File: src/rtl/psram_pkg.sv
// Shared types and helpers for the PSRAM DDR write data path.
package psram_pkg;

  typedef enum logic [1:0] {
    ST_IDLE,
    ST_LAT,
    ST_DATA,
    ST_TAIL
  } state_e;

  // Clocks needed to send one write word as DDR beat pairs.
  function automatic int unsigned beats(int unsigned word_w, int unsigned dq_w);
    return word_w / (2 * dq_w);
  endfunction

endpackage

File: src/rtl/psram_word_shifter.sv
// Holds the word being transmitted and presents the beat pair for the next clock.
module psram_word_shifter
  import psram_pkg::*;
#(
  parameter int unsigned DQ_W   = 8,
  parameter int unsigned WORD_W = 32
) (
  input  logic                     clk_i,
  input  logic                     reset_i,
  input  logic                     load_i,
  input  logic                     adv_i,
  input  logic [WORD_W-1:0]        wdata_i,
  input  logic [WORD_W/DQ_W-1:0]   wmask_i,
  output logic [DQ_W-1:0]          nxt_d0_o,
  output logic [DQ_W-1:0]          nxt_d1_o,
  output logic                     nxt_m0_o,
  output logic                     nxt_m1_o,
  output logic                     last_beat_o,
  output logic                     last_nxt_o
);

  localparam int unsigned Beats = beats(WORD_W, DQ_W);
  localparam int unsigned BeatW = (Beats > 1) ? $clog2(Beats) : 1;
  localparam int unsigned MaskW = WORD_W / DQ_W;

  logic [WORD_W-1:0] word_q, word_d, word_sh;
  logic [MaskW-1:0]  mask_q, mask_d, mask_sh;
  logic [BeatW-1:0]  beat_q, beat_d;
  int unsigned       sh_bits, sh_lanes;

  // Next word/beat selection and the pair that beat_d will put on the wire.
  always_comb begin
    word_d = word_q;
    mask_d = mask_q;
    beat_d = beat_q;
    if (load_i) begin
      word_d = wdata_i;
      mask_d = wmask_i;
      beat_d = '0;
    end else if (adv_i) begin
      beat_d = beat_q + 1'b1;
    end
    sh_lanes    = 32'(beat_d) * 2;
    sh_bits     = sh_lanes * DQ_W;
    word_sh     = word_d << sh_bits;
    mask_sh     = mask_d << sh_lanes;
    nxt_d0_o    = word_sh[WORD_W-1 -: DQ_W];
    nxt_d1_o    = word_sh[WORD_W-DQ_W-1 -: DQ_W];
    nxt_m0_o    = mask_sh[MaskW-1];
    nxt_m1_o    = mask_sh[MaskW-2];
    last_beat_o = (beat_q == BeatW'(Beats - 1));
    last_nxt_o  = (beat_d == BeatW'(Beats - 1));
  end

  // Word, mask and beat index storage.
  always_ff @(posedge clk_i) begin
    if (reset_i) begin
      word_q <= '0;
      mask_q <= '0;
      beat_q <= '0;
    end else begin
      word_q <= word_d;
      mask_q <= mask_d;
      beat_q <= beat_d;
    end
  end

endmodule

File: src/rtl/psram_dq_serializer.sv
// PSRAM DDR transmit path: burst sequencing and registered beat pairs for the ODDRs.
module psram_dq_serializer
  import psram_pkg::*;
#(
  parameter int unsigned DQ_W   = 8,
  parameter int unsigned WORD_W = 32,
  parameter int unsigned LAT_W  = 5,
  parameter int unsigned LEN_W  = 8
) (
  input  logic                   clk,
  input  logic                   reset,
  input  logic                   start,
  input  logic [LAT_W-1:0]       latency,
  input  logic [LEN_W-1:0]       burst_len,
  input  logic [WORD_W-1:0]      wdata,
  input  logic [WORD_W/DQ_W-1:0] wmask,
  input  logic                   wvalid,
  output logic                   wready,
  output logic [DQ_W-1:0]        oddr_d0,
  output logic [DQ_W-1:0]        oddr_d1,
  output logic                   rwds_d0,
  output logic                   rwds_d1,
  output logic                   dq_oe,
  output logic                   busy,
  output logic                   done,
  output logic                   underrun
);

  state_e           state_q, state_d;
  logic [LAT_W-1:0] lat_cnt_q, lat_cnt_d;
  logic [LEN_W-1:0] word_cnt_q, word_cnt_d;
  logic             fill_q, fill_d;
  logic             underrun_q, underrun_d;
  logic             done_q, done_d;
  logic             oe_q, oe_d;
  logic             wready_q, wready_d;
  logic             busy_q, busy_d;
  logic [DQ_W-1:0]  d0_q, d0_d, d1_q, d1_d;
  logic             r0_q, r0_d, r1_q, r1_d;

  logic             accept, need_word, load, adv;
  logic [DQ_W-1:0]  sh_d0, sh_d1;
  logic             sh_m0, sh_m1, last_beat, last_nxt;

  assign accept = wvalid & wready_q;

  psram_word_shifter #(
    .DQ_W  (DQ_W),
    .WORD_W(WORD_W)
  ) u_shifter (
    .clk_i      (clk),
    .reset_i    (reset),
    .load_i     (load),
    .adv_i      (adv),
    .wdata_i    (wdata),
    .wmask_i    (wmask),
    .nxt_d0_o   (sh_d0),
    .nxt_d1_o   (sh_d1),
    .nxt_m0_o   (sh_m0),
    .nxt_m1_o   (sh_m1),
    .last_beat_o(last_beat),
    .last_nxt_o (last_nxt)
  );

  // Burst sequencing; every output is computed one clock ahead and registered.
  always_comb begin
    state_d    = state_q;
    lat_cnt_d  = lat_cnt_q;
    word_cnt_d = word_cnt_q;
    fill_d     = fill_q;
    underrun_d = underrun_q;
    done_d     = 1'b0;
    need_word  = 1'b0;
    load       = 1'b0;
    adv        = 1'b0;
    d0_d       = '0;
    d1_d       = '0;
    r0_d       = 1'b0;
    r1_d       = 1'b0;

    case (state_q)
      ST_IDLE: begin
        if (start) begin
          underrun_d = 1'b0;
          if (burst_len != '0) begin
            state_d    = ST_LAT;
            lat_cnt_d  = (latency == '0) ? LAT_W'(1) : latency;
            word_cnt_d = burst_len;
            fill_d     = 1'b0;
          end else begin
            done_d = 1'b1;
          end
        end
      end
      ST_LAT: begin
        lat_cnt_d = lat_cnt_q - 1'b1;
        if (lat_cnt_q == LAT_W'(1)) begin
          state_d   = ST_DATA;
          need_word = 1'b1;
        end
      end
      ST_DATA: begin
        if (fill_q) begin
          need_word = 1'b1;
        end else if (!last_beat) begin
          adv = 1'b1;
        end else begin
          word_cnt_d = word_cnt_q - 1'b1;
          if (word_cnt_q == LEN_W'(1)) begin
            state_d = ST_TAIL;
          end else begin
            need_word = 1'b1;
          end
        end
      end
      ST_TAIL: begin
        state_d = ST_IDLE;
        done_d  = 1'b1;
      end
      default: state_d = ST_IDLE;
    endcase

    // A missing word becomes a masked filler beat, retried every clock.
    if (need_word) begin
      if (accept) begin
        load   = 1'b1;
        fill_d = 1'b0;
      end else begin
        fill_d     = 1'b1;
        underrun_d = 1'b1;
      end
    end

    if (load || adv) begin
      d0_d = sh_d0;
      d1_d = sh_d1;
      r0_d = sh_m0;
      r1_d = sh_m1;
    end else if (state_d == ST_DATA) begin
      r0_d = 1'b1;
      r1_d = 1'b1;
    end

    oe_d     = (state_d == ST_DATA) || (state_d == ST_TAIL);
    busy_d   = (state_d != ST_IDLE);
    wready_d = ((state_d == ST_LAT) && (lat_cnt_d == LAT_W'(1))) ||
               ((state_d == ST_DATA) &&
                (fill_d || (last_nxt && (word_cnt_d > LEN_W'(1)))));
  end

  // State, counters and registered outputs.
  always_ff @(posedge clk) begin
    if (reset) begin
      state_q    <= ST_IDLE;
      lat_cnt_q  <= '0;
      word_cnt_q <= '0;
      fill_q     <= 1'b0;
      underrun_q <= 1'b0;
      done_q     <= 1'b0;
      oe_q       <= 1'b0;
      wready_q   <= 1'b0;
      busy_q     <= 1'b0;
      d0_q       <= '0;
      d1_q       <= '0;
      r0_q       <= 1'b0;
      r1_q       <= 1'b0;
    end else begin
      state_q    <= state_d;
      lat_cnt_q  <= lat_cnt_d;
      word_cnt_q <= word_cnt_d;
      fill_q     <= fill_d;
      underrun_q <= underrun_d;
      done_q     <= done_d;
      oe_q       <= oe_d;
      wready_q   <= wready_d;
      busy_q     <= busy_d;
      d0_q       <= d0_d;
      d1_q       <= d1_d;
      r0_q       <= r0_d;
      r1_q       <= r1_d;
    end
  end

  assign wready   = wready_q;
  assign oddr_d0  = d0_q;
  assign oddr_d1  = d1_q;
  assign rwds_d0  = r0_q;
  assign rwds_d1  = r1_q;
  assign dq_oe    = oe_q;
  assign busy     = busy_q;
  assign done     = done_q;
  assign underrun = underrun_q;

endmodule

File: config.mk
export PLATFORM = sky130hd
export DESIGN_NAME = psram_dq_serializer
export DESIGN_NICKNAME = d
export VERILOG_FILES = /design/src/rtl/psram_pkg.sv /design/src/rtl/psram_word_shifter.sv /design/src/rtl/psram_dq_serializer.sv
export SDC_FILE = /design/constraint.sdc
export NUM_CORES = 1
export LEC_CHECK = 0
export ABC_AREA = 0
export CAP_MARGIN = 10
export CELL_PAD_IN_SITES_DETAIL_PLACEMENT = 1
export CELL_PAD_IN_SITES_GLOBAL_PLACEMENT = 2
export CORE_ASPECT_RATIO = 0.75
export CORE_UTILIZATION = 26
export DETAILED_ROUTE_END_ITERATION = 7
export PLACE_DENSITY = 0.75
export SLEW_MARGIN = 10
export SYNTH_ARGS = -nofsm -noshare
export SYNTH_HDL_FRONTEND = slang
export SYNTH_SLANG_ARGS = --single-unit
File: constraint.sdc
create_clock -name clk -period 2.2 [get_ports clk]
set_clock_uncertainty 0.05 [all_clocks]
set_input_delay 0.66 -clock clk [delete_from_list [all_inputs] [get_ports clk]]
set_output_delay 0.66 -clock clk [all_outputs]
set_load 0.02 [all_outputs]
==> results of run 1 <==
-- layer usage --
metal,part of all wire (%),vias up
li1,-,1679
met1,50,1627
met2,46,55
met3,2.9,11
met4,1.2,0
met5,0,-
-- cells in the mapped netlist, drive strengths merged (2+ instances only) --
| cell | n | area share (%) |
|---|---|---|
| nor4b | 3 | 0.99 |
| a211oi | 4 | 0.91 |
| o21ai | 9 | 2.2 |
| xnor2 | 3 | 0.80 |
| nor2 | 23 | 2.6 |
| a21oi | 63 | 9.6 |
| o22ai | 2 | 0.38 |
| o31a | 3 | 0.80 |
| and2 | 2 | 0.38 |
| or2 | 3 | 0.57 |
| nand3 | 5 | 0.76 |
| buf | 11 | 1.7 |
| a221oi | 3 | 0.80 |
| nand2 | 100 | 11 |
| inv | 13 | 1.5 |
| dfxtp | 72 | 44 |
| ha | 8 | 3.0 |
| nor2b | 6 | 1.1 |
| a31oi | 4 | 0.76 |
| nor4 | 5 | 0.95 |
| clkbuf | 12 | 1.4 |
| mux2 | 16 | 5.5 |
| a22o | 2 | 0.53 |
| a31o | 2 | 0.53 |
| o221ai | 2 | 0.53 |
| nor3 | 7 | 1.1 |
| or4 | 4 | 1.1 |
-- flip-flops by register name (all words and copies together) (netlist names) --
| register | count |
|---|---|
| wready | 1 |
| oddr_d0 | 8 |
| done | 1 |
| state_q | 2 |
| u_shifter.word_q | 30 |
| oddr_d1 | 8 |
| dq_oe | 1 |
| busy | 1 |
| u_shifter.last_beat_o | 1 |
| word_cnt_q | 8 |
| fill_q | 1 |
| rwds_d0 | 1 |
| underrun | 1 |
| u_shifter.mask_q | 2 |
| rwds_d1 | 1 |
| lat_cnt_q | 5 |
-- worst register-to-register path, cell delays in order, from the launching register on --
cell and delay [ns]:
dfxtp_2 0.32, inv_1 0.05, ha_2 0.17, nor4b_4 0.13, buf_4 0.16, a22o_1 0.19
o21ai_2 0.21, buf_4 0.16, nor2_4 0.04, buf_12 0.13, buf_4 0.16, o41ai_2 0.31
-- cell families (layout without fill, tap and decap cells) --
group                    Yosys count  after routing
AO/OA/AOI/OAI                    104            104
XOR/XNOR                           3              3
adder cells (fa/ha/maj)            8              8
buffers and inverters             36            179
flip-flops                        72             72
multiplexers                      17             17
AND/OR/NAND/NOR                  163            163
-- metrics by stage --
step                hold slack [ns]  std cells  setup slack, ns  instance area (um2)  utilization, %
floorplan                     0.383        403           -0.115                 3310               -
global placement              0.388        684           -0.671                 4670            38.0
detailed placement            0.397        684           -0.748                 4670            38.0
CTS                           0.405        701          -0.0648                 5040            41.0
global route                  0.423        712           -0.119                 5340            43.4
finish                        0.404        712          -0.0791                 5340            43.4
-- timing repair --
action | CTS | global route
buffers inserted | 1 | 5
setup endpoints to repair | 63 | 55
gates resized for setup | 47 | 28
cloned | 0 | 6
pin swaps | 9 | 12
endpoints found under the hold margin | 0 | 0
-- path summary, 6_finish.rpt --
check                             startpoint                              end  slack [ns]  cells past startpoint
max                             burst_len[3]                wready$_SDFF_PP0_       -0.08                      8
min          u_shifter.word_q[24]$_SDFF_PP0_  u_shifter.word_q[24]$_SDFF_PP0_        0.40                      2
max reg2reg          lat_cnt_q[1]$_SDFF_PP0_                wready$_SDFF_PP0_        0.02                     11
min reg2reg  u_shifter.word_q[24]$_SDFF_PP0_  u_shifter.word_q[24]$_SDFF_PP0_        0.40                      2
-- area by class of cell --
class	count	share of cell area (%)
clock buffers	10	4.29
well taps	166	3.89
flip-flops and latches	72	27.0
inverters	13	0.914
repair buffers	150	27.1
multi-input cells	295	35.1
clock inverters	6	1.69
-- power by group through the flow --
stage,combinational (mW),sequential (mW),clock [mW]
after floorplan,0.188,1.38,0
after global placement,0.458,1.38,0
after detailed placement,0.468,1.38,0
after CTS,0.487,1.35,1.61
after global routing,0.552,1.36,1.67
final,0.515,1.36,1.58
==> out/qor.yml, run 1 <==
run_status:
  status: "finished with violations"
  violations: "negative setup slack"
layout:
  ff_latch_area_um2: 1440
  diodes: 0
  multiInputGateArea_um2: 1870
  fillers: 1405
  drive_above_1_share_pct: 28.4
  final_common_cell: "nand2_1"
  layout_common_cells: "nand2_1, dfxtp_1, clkdlybuf4s50_1"
  nets: 602
  syn_to_final_growth_pct: 62.0
clock_tree:
  clockBufferDepth: 2
  cts_max_level: 3
  cts_buffers: 9
  clkTransAtPathRegs_ns: 0.06
  cts_sinks: 72
  cts_tree: "done"
  cts_hold_buf: 0
  clockRootBuffer: "clkbuf_16"
  clk_latency_ns: 0.33
synthesis:
  synth_warnings: 0
  synth_adder_area_share_pct: 3.04
  synthCells: 403
  synth_compound_area_share_pct: 20.0
  synthSimpleGateAreaFrac_pct: 22.1
  synth_edf_count: 0
  synth.distinct_cells: 49
  seq_area_frac_synth_pct: 43.7
  synth_mux_area_share_pct: 5.77
  dominantRegCellSynth: "dfxtp_1"
  async_flop_share_pct: 0
  ys_ff_latch: 72
  synth_top_family_by_area: "simple AND/OR/NAND/NOR gates"
  synth_area_per_cell_um2: 8.18
  synth-xor-area-share_pct: 0.797
  synth_fp_nets: 464
  synth_area_um2: 3300
global_route:
  grt_max_degree: 51
  met1_usage_pct: 21.8
  met2_usage_pct: 27.6
  grt_overflow: 0
  grt_usage_pct: 16.8
  grt_first_pass_wirelength_mm: 17.4
  antenna_found_initial: 0
  grt_most_used_layer: "met2"
  met3_usage_pct: 3.77
  grt_pass1_vias: 3457
die:
  coreArea_um2: 12300
  fp.dieH_um: 99.5
  initial_core_util_pct: 26.8
  ios: 76
  row_count: 35
  die_area_um2: 13100
  die_width_um: 132
worst_setup_path:
  path_cells: "buf_6, or4_4, o21ai_4, o22ai_1, a31o_1, and4b_1, a41oi_2, o41ai_2"
  cp.arrival_ns: 2.44
  critPathSlowestCell: "or4_4"
  critPathKind: "in -> reg"
  crit_path_end_kind: "register"
  critPathBufInv: 1
  cp-start-kind: "input port"
  cp_max_fo: 7
  cp.required_ns: 2.36
  crit_family: "compound AO/OA/AOI/OAI gates"
  slowest_delay_ns: 0.58
pwr:
  comb_power_share_pct: 14.9
  intPower_mw: 2.61
  vdd_drop_max_mv: 0.365
  total_power_mw: 3.45
  cellPowerDensity_nw_per_um2: 647
  p_seq_share_pct: 39.4
  power.switching_mw: 0.847
  p_leak_nw: 1.99
  sw_frac_of_total_pct: 24.5
  clockPowerShare_pct: 45.7
worst_hold_path:
  hold_path_class: "reg -> reg"
route:
  wire_per_inst_um: 16.6
  drc: 0
  detail-route-antenna-nets: 0
  drt_pass1_iterations: 4
  drt_iter0_drc: 165
  vias_per_cell: 4.74
  routed_wl_mm: 11.8
  vias: 3372
timing:
  min_period_ns: 2.28
  clock.fmax_ghz: 0.439
  period_share_pct: 104
  rsz0062_at_grt: "yes"
  final_hold_viol_count: 0
  slew_violations: 0
  slew_headroom_pct: 71.8
  max_slew.worst_pin.slew_ns: 0.423
  setup_viol: 1
  setup_slack_ns: -0.0791
  fin_tns_setup_ns: -0.0791
placed_design:
  dpl.hpwl_mm: 7.92
  io_buffer_count: 75
  gp_congestion: 0.880
flow_run:
  cap_violations: 0
(Power assumes the default switching activity.)
==> run 2: changes to the inputs <==
Settings changed: ABC_CLOCK_PERIOD_IN_PS set to 2200.
==> results of run 2 <==
Same layout as run 1: the final DEF is identical, and so are final timing and power.
